## src/rtl/elevator_scheduler.sv

```systemverilog
`default_nettype none
// ============================================================================
// Module      : elevator_scheduler
// Description : Single-car SCAN scheduler. It latches floor calls, steps the
//               car one floor per travel interval and sequences the door.
// Revision    : 1.0
// ============================================================================
module elevator_scheduler #(
    parameter int NUM_FLOORS    = 8,
    parameter int FLOOR_W       = 3,
    parameter int TRAVEL_CYCLES = 8,
    parameter int DOOR_CYCLES   = 16
) (
    input  logic                  clk,
    input  logic                  rst,
    input  logic                  req_valid,
    input  logic [FLOOR_W-1:0]    req_floor,
    input  logic                  estop,
    output logic                  motor_up,
    output logic                  motor_down,
    output logic                  door_open,
    output logic                  door_wait,
    output logic                  door_close,
    output logic [FLOOR_W-1:0]    cur_floor,
    output logic                  dir_up,
    output logic [NUM_FLOORS-1:0] pending,
    output logic [2:0]            state
);

    localparam logic [2:0] c_st_idle       = 3'd0;
    localparam logic [2:0] c_st_move_up    = 3'd1;
    localparam logic [2:0] c_st_move_down  = 3'd2;
    localparam logic [2:0] c_st_door_open  = 3'd3;
    localparam logic [2:0] c_st_door_wait  = 3'd4;
    localparam logic [2:0] c_st_door_close = 3'd5;
    localparam logic [2:0] c_st_estop      = 3'd6;

    localparam int c_travel_w = $clog2(TRAVEL_CYCLES + 1);
    localparam int c_door_w   = $clog2(DOOR_CYCLES + 1);

    localparam logic [FLOOR_W:0]      c_num_floors  = (FLOOR_W+1)'(NUM_FLOORS);
    localparam logic [FLOOR_W-1:0]    c_top_floor   = FLOOR_W'(NUM_FLOORS - 1);
    localparam logic [c_travel_w-1:0] c_travel_load = c_travel_w'(TRAVEL_CYCLES);
    localparam logic [c_door_w-1:0]   c_door_load   = c_door_w'(DOOR_CYCLES);
    localparam logic [NUM_FLOORS-1:0] c_bit0        = NUM_FLOORS'(1);

    logic [2:0]            r_state;
    logic [FLOOR_W-1:0]    r_cur_floor;
    logic                  r_dir_up;
    logic [NUM_FLOORS-1:0] r_pending;
    logic [c_travel_w-1:0] r_travel_cnt;
    logic [c_door_w-1:0]   r_door_cnt;

    logic [2:0]            w_state_nxt;
    logic [FLOOR_W-1:0]    w_floor_nxt;
    logic                  w_dir_nxt;
    logic [c_travel_w-1:0] w_travel_nxt;
    logic [c_door_w-1:0]   w_door_nxt;
    logic [NUM_FLOORS-1:0] w_clr;

    logic                  w_req_ok;
    logic                  w_door_hold;
    logic [NUM_FLOORS-1:0] w_set;
    logic [NUM_FLOORS-1:0] w_here_mask;
    logic [NUM_FLOORS-1:0] w_below_mask;
    logic [NUM_FLOORS-1:0] w_above_mask;
    logic                  w_here;
    logic                  w_any_above;
    logic                  w_any_below;
    logic                  w_arrive_up;
    logic                  w_arrive_dn;

    // A call for the floor the door is already open at re-arms the door
    // timer instead of queueing a second visit.
    assign w_req_ok    = req_valid && ({1'b0, req_floor} < c_num_floors);
    assign w_door_hold = w_req_ok && (req_floor == r_cur_floor) &&
                         ((r_state == c_st_door_open) || (r_state == c_st_door_wait));
    assign w_set       = (w_req_ok && !w_door_hold) ? (c_bit0 << req_floor) : '0;

    assign w_here_mask  = c_bit0 << r_cur_floor;
    assign w_below_mask = w_here_mask - c_bit0;
    assign w_above_mask = ~(w_below_mask | w_here_mask);
    assign w_here       = |(r_pending & w_here_mask);
    assign w_any_above  = |(r_pending & w_above_mask);
    assign w_any_below  = |(r_pending & w_below_mask);
    assign w_arrive_up  = |((r_pending | w_set) & (w_here_mask << 1));
    assign w_arrive_dn  = |((r_pending | w_set) & (w_here_mask >> 1));

    always_ff @(posedge clk) begin
        if (rst) begin
            r_state      <= c_st_idle;
            r_cur_floor  <= '0;
            r_dir_up     <= 1'b1;
            r_pending    <= '0;
            r_travel_cnt <= '0;
            r_door_cnt   <= '0;
        end else begin
            r_state      <= w_state_nxt;
            r_cur_floor  <= w_floor_nxt;
            r_dir_up     <= w_dir_nxt;
            r_pending    <= (r_pending & ~w_clr) | w_set;
            r_travel_cnt <= w_travel_nxt;
            r_door_cnt   <= w_door_nxt;
        end
    end

    always_comb begin
        w_state_nxt  = r_state;
        w_floor_nxt  = r_cur_floor;
        w_dir_nxt    = r_dir_up;
        w_travel_nxt = r_travel_cnt;
        w_door_nxt   = r_door_cnt;
        w_clr        = '0;
        if (estop) begin
            w_state_nxt  = c_st_estop;
            w_travel_nxt = '0;
            w_door_nxt   = '0;
        end else begin
            case (r_state)
                c_st_idle: begin
                    if (w_here) begin
                        w_state_nxt = c_st_door_open;
                    end else if (r_dir_up && w_any_above) begin
                        w_state_nxt  = c_st_move_up;
                        w_travel_nxt = c_travel_load;
                    end else if (!r_dir_up && w_any_below) begin
                        w_state_nxt  = c_st_move_down;
                        w_travel_nxt = c_travel_load;
                    end else if (w_any_below) begin
                        w_dir_nxt    = 1'b0;
                        w_state_nxt  = c_st_move_down;
                        w_travel_nxt = c_travel_load;
                    end else if (w_any_above) begin
                        w_dir_nxt    = 1'b1;
                        w_state_nxt  = c_st_move_up;
                        w_travel_nxt = c_travel_load;
                    end
                end
                c_st_move_up: begin
                    if (r_cur_floor == c_top_floor) begin
                        w_state_nxt  = c_st_idle;
                        w_travel_nxt = '0;
                    end else if (r_travel_cnt <= c_travel_w'(1)) begin
                        w_floor_nxt = r_cur_floor + FLOOR_W'(1);
                        if (w_arrive_up) begin
                            w_state_nxt  = c_st_door_open;
                            w_travel_nxt = '0;
                        end else begin
                            w_travel_nxt = c_travel_load;
                        end
                    end else begin
                        w_travel_nxt = r_travel_cnt - c_travel_w'(1);
                    end
                end
                c_st_move_down: begin
                    if (r_cur_floor == '0) begin
                        w_state_nxt  = c_st_idle;
                        w_travel_nxt = '0;
                    end else if (r_travel_cnt <= c_travel_w'(1)) begin
                        w_floor_nxt = r_cur_floor - FLOOR_W'(1);
                        if (w_arrive_dn) begin
                            w_state_nxt  = c_st_door_open;
                            w_travel_nxt = '0;
                        end else begin
                            w_travel_nxt = c_travel_load;
                        end
                    end else begin
                        w_travel_nxt = r_travel_cnt - c_travel_w'(1);
                    end
                end
                c_st_door_open: begin
                    w_clr       = w_here_mask;
                    w_door_nxt  = c_door_load;
                    w_state_nxt = c_st_door_wait;
                end
                c_st_door_wait: begin
                    if (w_door_hold) begin
                        w_door_nxt = c_door_load;
                    end else if (r_door_cnt <= c_door_w'(1)) begin
                        w_door_nxt  = '0;
                        w_state_nxt = c_st_door_close;
                    end else begin
                        w_door_nxt = r_door_cnt - c_door_w'(1);
                    end
                end
                c_st_door_close: w_state_nxt = c_st_idle;
                c_st_estop:      w_state_nxt = c_st_idle;
                default:         w_state_nxt = c_st_idle;
            endcase
        end
    end

    // Commands depend only on the registered state so they are glitch-free.
    always_comb begin
        motor_up   = 1'b0;
        motor_down = 1'b0;
        door_open  = 1'b0;
        door_wait  = 1'b0;
        door_close = 1'b0;
        case (r_state)
            c_st_move_up:    motor_up   = 1'b1;
            c_st_move_down:  motor_down = 1'b1;
            c_st_door_open:  door_open  = 1'b1;
            c_st_door_wait: begin
                door_open = 1'b1;
                door_wait = 1'b1;
            end
            c_st_idle, c_st_door_close, c_st_estop: door_close = 1'b1;
            default: ;
        endcase
    end

    assign state     = r_state;
    assign cur_floor = r_cur_floor;
    assign dir_up    = r_dir_up;
    assign pending   = r_pending;

endmodule
`default_nettype wire

```

## config.mk

```make
export PLATFORM = sky130hd
export DESIGN_NAME = elevator_scheduler
export DESIGN_NICKNAME = d
export VERILOG_FILES = /design/src/rtl/elevator_scheduler.sv
export SDC_FILE = /design/constraint.sdc
export NUM_CORES = 1
export LEC_CHECK = 0
export ABC_CLOCK_PERIOD_IN_PS = 2800
export CAP_MARGIN = 10
export CORE_MARGIN = 2
export CORE_UTILIZATION = 50
export DETAILED_ROUTE_END_ITERATION = 16
export HOLD_SLACK_MARGIN = 0.15
export PLACE_DENSITY = 0.81
export SYNTH_ARGS = -nofsm -noshare
export SYNTH_HDL_FRONTEND = slang
export SYNTH_SLANG_ARGS = --single-unit
export TNS_END_PERCENT = 1
```

## constraint.sdc

```tcl
create_clock -name clk -period 2.8 [get_ports clk]
set_input_delay 0.56 -clock clk [delete_from_list [all_inputs] [get_ports clk]]
set_output_delay 0.56 -clock clk [all_outputs]
set_load 0.02 [all_outputs]
```

# Yosys cells after proc, flatten, opt, wreduce, memory -nomap -nowiden
# Cells that the tools add are included.
dict set report totals {
  ff_bits 24
  in_bits 7
  output_inout_bits 20
  wordCells 131
}
dict set report classes {
  n_addsub 5
  order_cmp 2
  eq_ne 28
  shifts 2
  mux 45
  bitwise 15
  reduce_logical 27
}
# operator n
set op_table {}
lappend op_table {{$mux 3} 18}
lappend op_table {{$mux 4} 11}
lappend op_table {{$and 8x8->8} 5}
lappend op_table {{$reduce_or 8->1} 5}
lappend op_table {{$mux 8} 3}
lappend op_table {{$or 8x8->8} 3}
lappend op_table {{$ne 4x4->1 const B} 4}
lappend op_table {{$not 8->8} 2}
lappend op_table {{$shl 1x3->8 const A} 2}
lappend op_table {{$ne 3x3->1 const B} 5}
lappend op_table {{$pmux 3 s5} 1}
lappend op_table {{$reduce_and 7->1} 2}
lappend op_table {{$eq 3x3->1 const B} 4}
lappend op_table {{$ne 2x2->1 const B} 6}
lappend op_table {{$pmux 4 s3} 1}
lappend op_table {{$reduce_and 6->1} 2}
lappend op_table {{$mux 5} 2}
lappend op_table {{$pmux 5 s2} 1}
lappend op_table {{$and 8x7->8} 1}
lappend op_table {{$sub 8x1->8 const B} 1}
lappend op_table {{$mux 1} 7}
lappend op_table {{$ne 7x7->1 const B} 1}
lappend op_table {{$eq 3x2->1 const B} 2}
lappend op_table {{$logic_not 3->1} 2}
lappend op_table {{22 further kinds} 33}

# Longest topological paths before layout
dict set report depth {
  word_depth 14
  depth_mapped 13
  mapped_depth_nobuf 12
}

# Worst setup path before layout
# No wires, ideal clock.
dict set report synth_path {
  kind {reg-to-reg}
  start {register r_cur_floor[1] (netlist: cur_floor[1])}
  end {register r_state[1] (netlist: state[1])}
  setup_ns 0.096
  arrival_time_ns 2.831
  t_required_ns 2.704
  slack_ns -0.127
  stages_incl_launch_ff 14
  path_buffers 2
  period_less_slack_ns 2.927
  cell_sequence {dfxtp_1 buf_2 clkbuf_1 nor2_1 inv_1 ha_1 inv_1 ha_1 a222oi_1 nand3_1 a32o_1 a2111oi_0 nor3_1 a221oi_1}
}
dict set report synth_via {
  elab_chain_len 11
  word_cells_on_any_way 40
  classes_between {1 x add/sub; 8 x eq/ne; 1 x shift; 9 x mux; 8 x bitwise; 13 x reduce/logical}
}
# item line
set synth_lines {}
lappend synth_lines {{from (decl)} 48} ;# logic [FLOOR_W-1:0] r_cur_floor;
lappend synth_lines {{from (signal assigned)} 99} ;# r_cur_floor <= w_floor_nxt;
lappend synth_lines {{$shl 1x3->8 or $eq 3x3->1 (tied branches)} {80, 76}}
lappend synth_lines {{$sub 8x1->8 or $logic_and 1x1->1 (tied branches)} {81, 76}}
lappend synth_lines {{$or 8x8->8 or $logic_and 1x1->1 (tied branches)} {82, 76}}
lappend synth_lines {{$not 8->8 or $logic_not 1->1 (tied branches)} {82, 78}}
lappend synth_lines {{$and 8x8->8 or $logic_and 1x1->1 (tied branches)} {84, 78}}
lappend synth_lines {{$reduce_or 8->1 or $mux 8 (tied branches)} {84, 78}}
lappend synth_lines {{$logic_and 1x1->1 or $or 8x8->8 (tied branches)} {123, 86, 87}}
lappend synth_lines {{$mux 3, or another cell as far along} 123} ;# end else if (r_dir_up && w_any_above) begin
lappend synth_lines {{$mux 3, or another cell as far along} 121} ;# if (w_here) begin
lappend synth_lines {{$pmux 3 s5 or $ne 4x4->1 (tied branches)} n/a}
lappend synth_lines {{$mux 3 or $reduce_and 7->1 (tied branches)} n/a}
lappend synth_lines {{to (signal assigned)} 91} ;# r_state <= c_st_idle;
lappend synth_lines {{to (signal assigned)} 98} ;# r_state <= w_state_nxt;
lappend synth_lines {{to (decl)} 47} ;# logic [2:0] r_state;
# Parallel ways exist; a longest one is shown, timed or not.
# A chain may end at the register's enable or synchronous reset.

# Final worst setup path
dict set report layout_path {
  start {register r_state[1] (netlist: state[1])}
  end {output motor_down}
}
dict set report layout_via {
  elab_chain_len 2
}
# item line
set layout_lines {}
lappend layout_lines {{$eq 3x2->1} 200} ;# case (r_state)
lappend layout_lines {{$mux 1} 200}
lappend layout_lines {{to (decl)} 20} ;# output logic motor_down,
# No other way between the ends.

==> flow_summary.json <==
{
  "drt-vias-per-instance": 6.160,
  "clock_root_buffer": "sky130_fd_sc_hd__clkbuf_8",
  "p_comb_frac": 0.450,
  "final_hold_fails": 0,
  "synth_cell_types": 64,
  "clock_power_share": 0.240,
  "start_util": 0.5180,
  "syn_avg_cell_area_um2": 7.819,
  "cellPowerDensity_mw_per_mm2": 519.4,
  "slew-limit-headroom": 0.6487,
  "placement_rows": 23,
  "layout.nets": 320,
  "cts.htree.levels": 1,
  "status": "complete, no violations",
  "switching_share": 0.3776,
  "post_route_cell_area_mm2": 0.002556,
  "global_route_wire_length_before_repair_um": 9232,
  "fin_crit_period_ps": 2723,
  "max_freq_mhz": 367.3,
  "synth_edf_count": 0,
  "yosysWarnings": 0,
  "crit_path_end_kind": "output port",
  "drt-total-wl_um": 5632,
  "cts-hold-fix-buffers": 0,
  "route.vias.total": 2150,
  "post-dp-hpwl_um": 4241,
  "setup.worst_path.start_class": "register",
  "seq_area_frac_synth": 0.2319,
  "detail_route.drc_violations": 0,
  "global_route.overflow_total": 0,
  "core_region_area_mm2": 0.004000,
  "setup.worst_path.class": "register to output port",
  "maximum_number_of_pins_on_one_net_before_global_route_repair": 21,
  "numPortBuffers": 26,
  "power.share.sequential": 0.310,
  "setup_tns_ps": 0,
  "cts_inserted_buffers": 3,
  "cts_clock_pin_slew_for_the_worst_setup_and_hold_paths_ps": 90,
  "layout-drive-gt1-share": 0.1639,
  "power_leakage_uw": 0.0009088,
  "yosys_register_bits": 24,
  "min_path_type": "register to register",
  "irDropWorstVdd_mv": 0.2620,
  "mappedNetlistArea_mm2": 0.002072,
  "synth_largest_area_cell": "sky130_fd_sc_hd__dfxtp_1",
  "antenna_left": 0,
  "max_cap_viol_count": 0,
  "power.internal_uw": 826.3,
  "final_max_slew_viol_count": 0,
  "switching_power_uw": 501.4,
  "cts_max_path_buffers": 2,
  "tritoncts_sinks": 24,
  "critical_path_arrival_ps": 2160,
  "syn_to_final_growth_pct": 23.37,
  "fin_worst_skew_ps": 2.039,
  "cts_tree": "yes",
  "clock_latency_ps": 280,
  "drt_first_pass_iters": 5,
  "die_area_mm2": 0.004675,
  "synth_cells": 265,
  "first_iter_violations": 210,
  "detailed_place.area_mm2": 0.002424,
  "die_w_um": 68.38,
  "worstPathMaxFanout": 13,
  "number_of_global_route_vias_before_repair": 1943,
  "min_period_over_period": 0.9724,
  "synth_async_sr_flop_share": 0,
  "worst-endpoint-required_ps": 2240,
  "synth_flop_cell": "sky130_fd_sc_hd__dfxtp_1",
  "routability_cong": 0.8504,
  "post-synth-top-area-fraction": 0.2319,
  "synth.net_count": 285,
  "grt.total_usage": 0.2615,
  "die_height_um": 68.38,
  "setup_violations": 0,
  "antenna_found_initial": 0,
  "route.detailed.wl_per_inst_um": 16.14,
  "synth_area_leaders": "sky130_fd_sc_hd__dfxtp_1, sky130_fd_sc_hd__ha_1, sky130_fd_sc_hd__a21oi_1, sky130_fd_sc_hd__nor2_1, sky130_fd_sc_hd__o21ai_0",
  "worst_slew_pin_slew_ps": 522.5,
  "diodes": 0,
  "io-pin-count": 27
}
## what timing repair did
item | in CTS | in global routing
setup buffers | 0 | 5
endpoints found under the setup margin | 0 | 6
gates resized for setup | 0 | 8
## path summary, 6_finish.rpt
path / startpoint / end / slack (ps) / depth (start not counted)
worst max register to register: cur_floor[2] / state[1] / 190 / 11
worst min register to register: r_door_cnt[3] / r_door_cnt[3] / 490 / 2
worst min-delay path: r_door_cnt[3] / r_door_cnt[3] / 490 / 2
worst max-delay path: state[1] / motor_down / 80 / 3
## state kept, by name, indices dropped and copies added (netlist names)
register and flops:
cur_floor 3, r_travel_cnt 4, r_door_cnt 5, pending 8, dir_up 1, state 3
## cell families after synthesis
family | Yosys count | synth area share
buffers and inverters | 38 | 0.08393
AOI/OAI and AO/OA | 78 | 0.2609
DFF | 24 | 0.2319
adders and majority gates | 13 | 0.08212
xor gates and xnor gates | 7 | 0.02959
muxes | 7 | 0.04891
and+or+nand+nor | 98 | 0.2627
## critical path, stage by stage, from the launching register on
cell                              delay (ps)
sky130_fd_sc_hd__dfxtp_1                 580
sky130_fd_sc_hd__or3b_1                  530
sky130_fd_sc_hd__inv_2                   160
sky130_fd_sc_hd__clkdlybuf4s50_1         620
## metrics by stage
stage               instances  utilization  hold WS, ps  total power [µW]  setup WS (ps)
global route              349       0.6390        521.3              1405         -2.807
finish                    349       0.6390        485.6              1328          77.33
global placement          340       0.6059        461.9             968.5          161.7
detailed placement        340       0.6059        474.4             981.2          55.53
floorplan                 265            -        449.2             806.9          22.80
CTS                       344       0.6237        488.1              1301          17.91
## cells in the mapped netlist, drive strengths merged, types with 3 or more instances
master	number
o21ai	16
a31oi	5
mux2i	3
a21oi	22
nand2	15
a211oi	3
nor4	5
ha	12
buf	12
dfxtp	24
inv	20
nor2	20
or2	3
xnor2	3
clkbuf	6
a22oi	3
a32oi	3
xor2	4
nor2b	7
or3b	3
a222oi	3
nor3	5
nand3b	3
nand3	14
nand2b	7
or3	4
## power by group through the flow
stage | sequential [µW] | clock [µW] | combinational, µW
final | 412 | 319 | 597
after global routing | 416 | 330 | 659
after CTS | 406 | 320 | 575
after detailed placement | 414 | 0 | 567
after global placement | 414 | 0 | 555
after floorplan | 411 | 0 | 396
## cells in the final DEF, fill, tap and decap left out, drive strengths merged, types with 4 or more instances in the layout
cell           instances
a21oi                 22
a31oi                  5
buf                   22
clkdlybuf4s50         26
dfxtp                 24
ha                    12
inv                   20
nand2                 15
nand2b                 7
nand3                 14
nor2                  20
nor2b                  7
nor3                   5
nor4                   5
o21ai                 16
or3                    4
xor2                   4
## metal layers
layer	global-route usage	routed length [µm]	up-vias
met2	0.4333	2653	90
li1	-	-	1042
met4	0.09750	80	0
met3	0.02961	396	7
met1	0.3477	2501	1011
met5	0	0	-
## final cells by class
| type | count | area (µm²) |
|---|---|---|
| clock buffer | 3 | 41.29 |
| clock inverter | 1 | 30.03 |
| fill | 353 | 1444 |
| inverter | 20 | 75.07 |
| multi-input combinational | 203 | 1434 |
| sequential | 24 | 484.2 |
| tap | 50 | 62.56 |
| timing repair buffer | 48 | 429.2 |
No activity file was read; power rests on OpenSTA's default activity.
